--- src/rtl/fetch_pkg.sv ---
// Shared types and constants for the instruction-fetch controller.
package fetch_pkg;

  typedef enum logic [1:0] {
    IDLE = 2'd0,
    RUN  = 2'd1,
    HALT = 2'd2
  } fetch_state_e;

  typedef struct packed {
    logic [31:0] pc;
    logic [31:0] instr;
  } fetch_entry_t;

  localparam int unsigned INSTR_BYTES = 4;

  function automatic logic [31:0] align_word(input logic [31:0] addr);
    return addr & ~32'(INSTR_BYTES - 1);
  endfunction

endpackage

--- src/rtl/fetch_fifo.sv ---
// Small in-order fetch buffer with a registered head entry (zero while empty).
module fetch_fifo
  import fetch_pkg::*;
#(
  parameter int unsigned DEPTH = 2
) (
  input  logic         clk,
  input  logic         rst_n,
  input  logic         push,
  input  logic         pop,
  input  logic         flush,
  input  fetch_entry_t wdata,
  output logic         full,
  output logic         empty,
  output fetch_entry_t head
);

  localparam int unsigned AW = $clog2(DEPTH);

  fetch_entry_t  mem_reg [DEPTH];
  logic [AW-1:0] wr_ptr_reg, rd_ptr_reg;
  logic [AW:0]   count_reg, count_next;
  logic [AW-1:0] rd_after;
  fetch_entry_t  head_reg, head_next;

  assign full  = (count_reg == (AW+1)'(DEPTH));
  assign empty = (count_reg == '0);
  assign head  = head_reg;

  generate
    for (genvar gi = 0; gi < DEPTH; gi++) begin : g_entry
      always_ff @(posedge clk) begin
        if (push && (wr_ptr_reg == AW'(gi))) begin
          mem_reg[gi] <= wdata;
        end
      end
    end
  endgenerate

  // The head register is refilled either from storage or, when the buffer is
  // about to run dry, straight from the incoming word.
  always_comb begin
    count_next = count_reg + (AW+1)'(push) - (AW+1)'(pop);
    rd_after   = rd_ptr_reg + AW'(pop);
    head_next  = head_reg;
    if (flush || (count_next == '0)) begin
      head_next = '0;
    end else if (push || pop) begin
      if (count_reg == (AW+1)'(pop)) begin
        head_next = wdata;
      end else begin
        head_next = mem_reg[rd_after];
      end
    end
  end

  always_ff @(posedge clk or negedge rst_n) begin
    if (!rst_n) begin
      wr_ptr_reg <= '0;
      rd_ptr_reg <= '0;
      count_reg  <= '0;
      head_reg   <= '0;
    end else if (flush) begin
      wr_ptr_reg <= '0;
      rd_ptr_reg <= '0;
      count_reg  <= '0;
      head_reg   <= '0;
    end else begin
      if (push) wr_ptr_reg <= wr_ptr_reg + AW'(1);
      if (pop)  rd_ptr_reg <= rd_ptr_reg + AW'(1);
      count_reg <= count_next;
      head_reg  <= head_next;
    end
  end

endmodule

--- src/rtl/fetch_ctrl.sv ---
// Instruction-fetch controller: PC sequencing, redirect/halt FSM and decode handshake.
// Define FETCH_PERF_CNT_EN to add the fetch_cnt_o / flush_cnt_o performance counters.
module fetch_ctrl
  import fetch_pkg::*;
#(
  parameter logic [31:0] RESET_PC     = 32'h0000_0000,
  parameter int unsigned FIFO_DEPTH   = 2,
  parameter bit          HALT_ON_ZERO = 1'b1
) (
  input  logic        clk_i,
  input  logic        rst_ni,
  output logic [31:0] imem_addr_o,
  input  logic [31:0] imem_instr_i,
  input  logic        redirect_valid_i,
  input  logic [31:0] redirect_pc_i,
  output logic        instr_valid_o,
  input  logic        instr_ready_i,
  output logic [31:0] instr_o,
  output logic [31:0] pc_o,
  output logic        halted_o
`ifdef FETCH_PERF_CNT_EN
  ,
  output logic [31:0] fetch_cnt_o,
  output logic [31:0] flush_cnt_o
`endif
);

  fetch_state_e state_reg, state_next;
  logic [31:0]  pc_reg, pc_next;
  logic         push, pop, full, empty;
  fetch_entry_t wdata, head;

  assign wdata         = '{pc: pc_reg, instr: imem_instr_i};
  assign instr_valid_o = !empty && !redirect_valid_i;
  assign pop           = instr_valid_o && instr_ready_i;
  assign imem_addr_o   = pc_reg;
  assign instr_o       = head.instr;
  assign pc_o          = head.pc;
  assign halted_o      = (state_reg == HALT);

  always_comb begin
    state_next = state_reg;
    pc_next    = pc_reg;
    push       = 1'b0;
    if (redirect_valid_i) begin
      state_next = RUN;
      pc_next    = align_word(redirect_pc_i);
    end else begin
      unique case (state_reg)
        IDLE: state_next = RUN;
        RUN: begin
          // A slot exists when there is room, including room freed by this cycle's pop.
          if (!full || pop) begin
            if (HALT_ON_ZERO && (imem_instr_i == '0)) begin
              state_next = HALT;
            end else begin
              push    = 1'b1;
              pc_next = pc_reg + 32'(INSTR_BYTES);
            end
          end
        end
        HALT:    state_next = HALT;
        default: state_next = IDLE;
      endcase
    end
  end

  always_ff @(posedge clk_i or negedge rst_ni) begin
    if (!rst_ni) begin
      state_reg <= IDLE;
      pc_reg    <= RESET_PC;
    end else begin
      state_reg <= state_next;
      pc_reg    <= pc_next;
    end
  end

  fetch_fifo #(
    .DEPTH(FIFO_DEPTH)
  ) u_fifo (
    .clk   (clk_i),
    .rst_n (rst_ni),
    .push  (push),
    .pop   (pop),
    .flush (redirect_valid_i),
    .wdata (wdata),
    .full  (full),
    .empty (empty),
    .head  (head)
  );

`ifdef FETCH_PERF_CNT_EN
  logic [31:0] fetch_cnt_reg, flush_cnt_reg;

  always_ff @(posedge clk_i or negedge rst_ni) begin
    if (!rst_ni) begin
      fetch_cnt_reg <= '0;
      flush_cnt_reg <= '0;
    end else begin
      if (pop)              fetch_cnt_reg <= fetch_cnt_reg + 32'd1;
      if (redirect_valid_i) flush_cnt_reg <= flush_cnt_reg + 32'd1;
    end
  end

  assign fetch_cnt_o = fetch_cnt_reg;
  assign flush_cnt_o = flush_cnt_reg;
`endif

endmodule

--- config.mk ---
export PLATFORM = sky130hd
export DESIGN_NAME = fetch_ctrl
export DESIGN_NICKNAME = d
export VERILOG_FILES = /design/src/rtl/fetch_pkg.sv /design/src/rtl/fetch_fifo.sv /design/src/rtl/fetch_ctrl.sv
export SDC_FILE = /design/constraint.sdc
export NUM_CORES = 1
export LEC_CHECK = 0
export BUFFER_PORTS_ARGS = -buffer_cell sky130_fd_sc_hd__buf_2
export CAP_MARGIN = 30
export CORE_UTILIZATION = 45
export DETAILED_ROUTE_END_ITERATION = 10
export PLACE_DENSITY_LB_ADDON = 0.3
export SYNTH_ARGS = -nofsm -noshare
export SYNTH_HDL_FRONTEND = slang
export SYNTH_HIERARCHICAL = 1
export SYNTH_SLANG_ARGS = --single-unit
export TNS_END_PERCENT = 10
--- constraint.sdc ---
create_clock -name clk_i -period 5.6 [get_ports clk_i]
set_input_delay 1.68 -clock clk_i [delete_from_list [all_inputs] [get_ports clk_i]]
set_output_delay 1.68 -clock clk_i [all_outputs]
set_load 0.01 [all_outputs]
==> results of run 1 <==
-- final cells by class --
| cell class | instances | area [um2] | area share [%] |
|---|---|---|---|
| timing repair buffer | 182 | 1070 | 8.68 |
| sequential | 228 | 6350 | 51.3 |
| multi-input combinational | 467 | 3750 | 30.3 |
| inverter | 9 | 33.8 | 0.273 |
| tap | 285 | 357 | 2.88 |
| clock buffer | 34 | 699 | 5.66 |
| clock inverter | 10 | 105 | 0.850 |
-- cells in the final DEF (no fill, tap or decap), drive strengths merged, types with 8 or more instances in the layout --
master / Yosys / final
a2111oi: 9 / 9
inv: 9 / 9
xnor2: 12 / 12
nand3: 14 / 14
xor2: 9 / 9
a211oi: 66 / 66
o21ai: 20 / 20
dfrtp: 100 / 100
o31ai: 66 / 66
clkbuf: 24 / 34
conb: 1 / 8
and4: 8 / 8
or3: 64 / 64
nand4: 8 / 8
edfxtp: 128 / 128
nor4: 9 / 9
nand2: 33 / 33
nor2b: 9 / 9
nor2: 14 / 14
mux2i: 67 / 67
buf: 39 / 182
-- routing by layer --
layer	part of all wire, %	vias up	GRT usage (%)	routed length (um)
li1	-	3263	-	-
met1	46	3496	30.6	11700
met2	47	201	36.0	12000
met3	4.8	31	3.04	1210
met4	1.5	0	4.48	375
met5	0	-	0	0
-- stage by stage --
| stage | instances | worst slack, ns | cell area [um2] | power [uW] |
|---|---|---|---|---|
| finish | 1215 | 1.39 | 12400 | 6980 |
| global route | 1215 | 1.28 | 12400 | 7380 |
| CTS | 1215 | 1.38 | 12400 | 7030 |
| detailed placement | 1171 | 0.906 | 11600 | 5390 |
| global placement | 1168 | 0.693 | 11500 | 5320 |
| floorplan | 767 | 0.313 | 10400 | 4500 |
-- power by group through the flow --
| stage | clock (uW) | combinational, uW | sequential [uW] |
|---|---|---|---|
| 2_1_floorplan | 0 | 1880 | 2620 |
| 3_3_place_gp | 0 | 2770 | 2550 |
| 3_5_place_dp | 0 | 2830 | 2560 |
| 4_1_cts | 1640 | 2860 | 2530 |
| 5_1_grt | 1700 | 3090 | 2580 |
| 6_report | 1610 | 2840 | 2530 |
-- kinds of logic (layout without fill, tap and decap cells) --
group	Yosys count	in the layout	synth area share, %
DFF	228	228	61.0
AOI/OAI and AO/OA	186	186	16.2
and+or+nand+nor	176	176	9.58
buffers and inverters	72	235	3.72
muxes	69	69	6.67
xor gates and xnor gates	22	22	2.07
adders and majority gates	6	6	0.722
other	1	8	0.0361
-- worst register-to-register path: cells and delay by family, from the launching register on --
family,cells,cell delay [ns]
AOI/OAI and AO/OA,2,0.45
buffers and inverters,2,0.47
DFF,1,0.40
and+or+nand+nor,4,1.54
-- cells in the mapped netlist, types with 2 or more instances --
cell type and count:
o31a_1 2, a2111oi_0 9, nand2_1 33, nor4_1 9
o21ai_0 19, xor2_1 9, nand4_1 8, a211oi_1 6
or4_1 6, o31ai_1 66, a22oi_1 4, buf_6 9
clkbuf_1 22, buf_2 16, ha_1 6, nand3_1 14
and4_1 8, o211ai_1 4, mux2i_1 67, and2_1 3
mux2_2 2, nor3_1 2, a211oi_2 60, dfrtp_1 100
clkbuf_2 2, a211o_1 4, and3_1 2, nor2_1 14
a221o_1 2, edfxtp_1 128, or3_1 64, nor2b_1 9
inv_1 9, buf_1 7, nand2b_1 2, buf_4 7
o2111ai_1 4, xnor2_1 11
-- worst max path at each step --
stage                     slack, ns  cells past startpoint              from                    end
after floorplan                0.31                      6  redirect_valid_i   u_fifo/mem_reg[0][0]
final                          1.39                      4  redirect_valid_i          instr_valid_o
after global placement         0.69                      8  redirect_valid_i  u_fifo/mem_reg[0][29]
after global routing           1.28                      4  redirect_valid_i          instr_valid_o
after CTS                      1.38                      4  redirect_valid_i          instr_valid_o
after detailed placement       0.91                     11  imem_instr_i[19]         u_fifo/head[3]
==> results.cfg, run 1 <==
[timing]
period_needed_ns = 4.21
tightestPinTransition_ns = 0.966
setup_viol = 0
period_share_pct = 75.2
hold_ws_ns = 0.557
grt_setup_unrepaired = no
relSlewSlack_pct = 35.6
slew_violations = 0
finalSetupTns_ns = 0
fin_skew_ns = 0.0182
finalHoldViolations = 0
fmax_mhz = 238

[job]
max_cap_viol_count = 0

[logic_synthesis]
synth.cell_area_um2 = 10400
async_flop_share_pct = 43.9
syn_inst = 760
synth_top_area_share_pct = 37.0
yosys-top-cells-area = edfxtp_1 (37%), dfrtp_1 (24%), a211oi_2 (7.2%), mux2i_1 (6.5%), o31ai_1 (4.8%)
synth_edf_count = 128
yosysSeqAreaShare_pct = 61.0
yosysUniqueCellTypes = 49
ys_ff_latch = 228
synth_ff_type = edfxtp_1
yosysWarnings = 6
avgSynthCellArea_um2 = 13.7
synth_top_area_cell = edfxtp_1

[worst_setup_path]
critPathMaxFanout = 69
r2r_start = u_fifo/count_reg[0]
reg2regPathDepth = 8
worstSetupPathType = primary input to primary output
crit_path_cell_trace = buf_2 -> buf_4 -> nor2_1 -> buf_2
worst-path-buf-inv = 3
critPathMostFrequentCell = buf_2
slowest_delay_ns = 0.51
crit_path_top_delay_cell = buf_4
start_kind = primary input
endpoint_kind = primary output
cp_data_required_time_ns = 3.92
reg2reg_setup_slack_ns = 2.33
critPathTopFamily = buffers and inverters
arrival_ns = 2.53
r2r-end = u_fifo/mem_reg[1][27]

[cts]
htreeDepth = 1
cts_hold_buf = 0
clockBufferDepth = 3
post_cts_buffers = 0
root_buffer = clkbuf_16
cts_buffers = 25
cts_tree = built
clock_sinks = 228
clk_latency_ns = 0.51
ctsResizeCount = 0
cts.clk_slew.worst_paths_ns = 0.05

[final_layout]
syn_to_final_growth_pct = 18.9
fill_cells = 1926
largest_reg_flops = 128
final_util_pct = 54.6
nets = 987
diodes = 0
drive_above_1_share_pct = 31.7

[pwr]
combPwrFrac_pct = 40.7
switching_share_pct = 38.0
power.density_nw_per_um2 = 564
seqPwrFrac_pct = 36.2
power.net_switching_uw = 2650
pwr-share-clk_pct = 23.1
peakVddDrop_mv = 0.403
power_leakage_uw = 0.00531
intPower_uw = 4330

[detailed_routing]
avgViaCountPerCell = 5.75
drt_wl_total_mm = 25.3
drtAntennaViolNets = 0
initialDrtViolationCount = 365
drc = 0
dr.pass1.iters = 5
num_vias = 6991
wl_per_cell_um = 20.8

[place]
dpl.hpwl_mm = 15.1
place_congestion = 0.768
portBuffers = 161

[global_route]
grt_util_all_layers_pct = 21.7
grt_overflow = 0
grt_max_degree = 70
grt_pass1_wl_mm = 40.0
grt_pass1_vias = 7116
antenna_found_initial = 0

[min_path]
min_to = state_reg[1]
hp-class = flip-flop to flip-flop
hp-start = state_reg[1]
min_path_cells = 2

[floorplanning]
core_um2 = 22600
boundaryPins = 166
fp.dieW_um = 154
start_util_pct = 45.9
num_rows = 55
die_h_um = 154
die_area_um2 = 23700

[outcome]
status = finished, final reports clean
Note: power is estimated with default switching activity, not from simulation.
==> run 2, diff against run 1 <==
Clock period 5.6 ns to 4.3 ns, I/O delays scaled along.
==> run 2 against run 1 <==
Against the previous run: global-route usage down 0.33 points; register-to-register slack worse by 1.1 ns; combinational power up 30%; first-iteration DRC count is 38% higher; sequential power grew 30%; highest routed layer unchanged.
==> results.cfg, run 2 (synthesis gave the netlist of run 1 again) <==
[detailed_routing]
num_vias = 7052
drc = 0
avgViaCountPerCell = 5.79
drt_wl_total_mm = 25.1
dr.pass1.iters = 5
initialDrtViolationCount = 505
drtAntennaViolNets = 0
wl_per_cell_um = 20.6

[cts]
clk_latency_ns = 0.51
cts_tree = built
post_cts_buffers = 0
cts_hold_buf = 0
clockBufferDepth = 3
ctsResizeCount = 0
root_buffer = clkbuf_16
cts.clk_slew.worst_paths_ns = 0.06
htreeDepth = 1
clock_sinks = 228
cts_buffers = 25

[pwr]
pwr-share-clk_pct = 22.3
power_leakage_uw = 0.00530
p_total_uw = 8980
peakVddDrop_mv = 0.469
switching_share_pct = 38.1
power.density_nw_per_um2 = 728
combPwrFrac_pct = 40.9
seqPwrFrac_pct = 36.8
intPower_uw = 5560
power.net_switching_uw = 3420

[floorplanning]
core_um2 = 22600
die_area_um2 = 23700
boundaryPins = 166
fp.dieW_um = 154
die_h_um = 154
num_rows = 55
start_util_pct = 45.9

[min_path]
hp-class = flip-flop to flip-flop
min_path_cells = 2

[global_route]
grt_pass1_wl_mm = 39.6
grt_util_all_layers_pct = 21.4
grt_overflow = 0
grt_pass1_vias = 7124
antenna_found_initial = 0
grt_max_degree = 70

[outcome]
status = finished, final reports clean

[worst_setup_path]
reg2reg_setup_slack_ns = 1.25
critPathLaunch = imem_instr_i[16]
r2r-end = u_fifo/mem_reg[1][9]
critPathMaxFanout = 34
worstSetupPathType = primary input to flip-flop
start_kind = primary input
reg2regPathDepth = 7
endpoint = u_fifo/head[21]
arrival_ns = 3.88
endpoint_kind = flip-flop
cp_data_required_time_ns = 4.67
r2r_start = u_fifo/count_reg[1]

[timing]
period_share_pct = 81.7
period_needed_ns = 3.51
relSlewSlack_pct = 33.7
grt_setup_unrepaired = no
finalSetupTns_ns = 0
finalHoldViolations = 0
tightestPinTransition_ns = 0.994
fmax_mhz = 285
hold_ws_ns = 0.567
setup_viol = 0
fin_skew_ns = 0.00689
slew_violations = 0

[place]
dpl.hpwl_mm = 15.3
portBuffers = 161
dp.cells = 1173
post_dp_cell_area_um2 = 11500
place_congestion = 0.741

[final_layout]
nets = 989
layout_commonest_cell = buf_2
diodes = 0
fill_cells = 1910
final_cell_mix = buf_2 (160), edfxtp_1 (128), dfrtp_1 (100), mux2i_1 (67), o31ai_1 (66)
syn_to_final_growth_pct = 18.6
largest_reg_flops = 128
fin_area_um2 = 12300
layoutNonFillerInstCount = 1218
drive_above_1_share_pct = 31.5

[job]
max_cap_viol_count = 0
run 2: critical path, cell delays in order:
cell	delay, ns
buf_2	0.13
nor4_1	0.55
nand4_1	0.37
o21ai_1	0.36
nor2_4	0.10
ha_1	0.24
xor3_1	0.23
o21bai_4	0.20
buf_12	0.28
a211oi_1	0.10
run 2: worst min path at each step:
stage,endpoint,from,slack [ns]
floorplan,state_reg[1],state_reg[1],0.51
global route,state_reg[1],state_reg[1],0.61
global placement,state_reg[1],state_reg[1],0.53
CTS,state_reg[1],state_reg[1],0.57
detailed placement,state_reg[1],state_reg[1],0.56
finish,state_reg[1],state_reg[1],0.57
run 2: area by class of cell:
| cell class | count | area (um2) | share of cell area, % |
|---|---|---|---|
| clock buffer | 40 | 752 | 6.10 |
| clock inverter | 5 | 27.5 | 0.223 |
| inverter | 9 | 33.8 | 0.274 |
| multi-input combinational | 467 | 3750 | 30.4 |
| sequential | 228 | 6350 | 51.5 |
| tap | 285 | 357 | 2.89 |
| timing repair buffer | 184 | 1060 | 8.64 |
run 2: metal layers:
layer / vias to the layer above / track usage [%] / share of wire (%)
met1: 3512 / 30.3 / 46
met3: 34 / 2.65 / 5.1
met5: - / 0 / 0
li1: 3277 / - / -
met4: 0 / 5.19 / 1.6
met2: 229 / 35.1 / 47
run 2: power groups by stage:
stage / registers [uW] / logic (uW) / clock network [uW]
after floorplan: 3400 / 2460 / 0
after global placement: 3320 / 3600 / 0
after detailed placement: 3340 / 3680 / 0
after CTS: 3300 / 3710 / 2050
after global routing: 3360 / 3990 / 2130
final: 3300 / 3680 / 2000
run 2: through the flow:
| step | setup WS (ns) | util (%) |
|---|---|---|
| after CTS | 0.834 | 54.5 |
| final | 0.788 | 54.5 |
| after global routing | 0.718 | 54.5 |
| after global placement | 0.318 | 50.9 |
| after detailed placement | 0.330 | 51.0 |
| after floorplan | -0.418 | - |
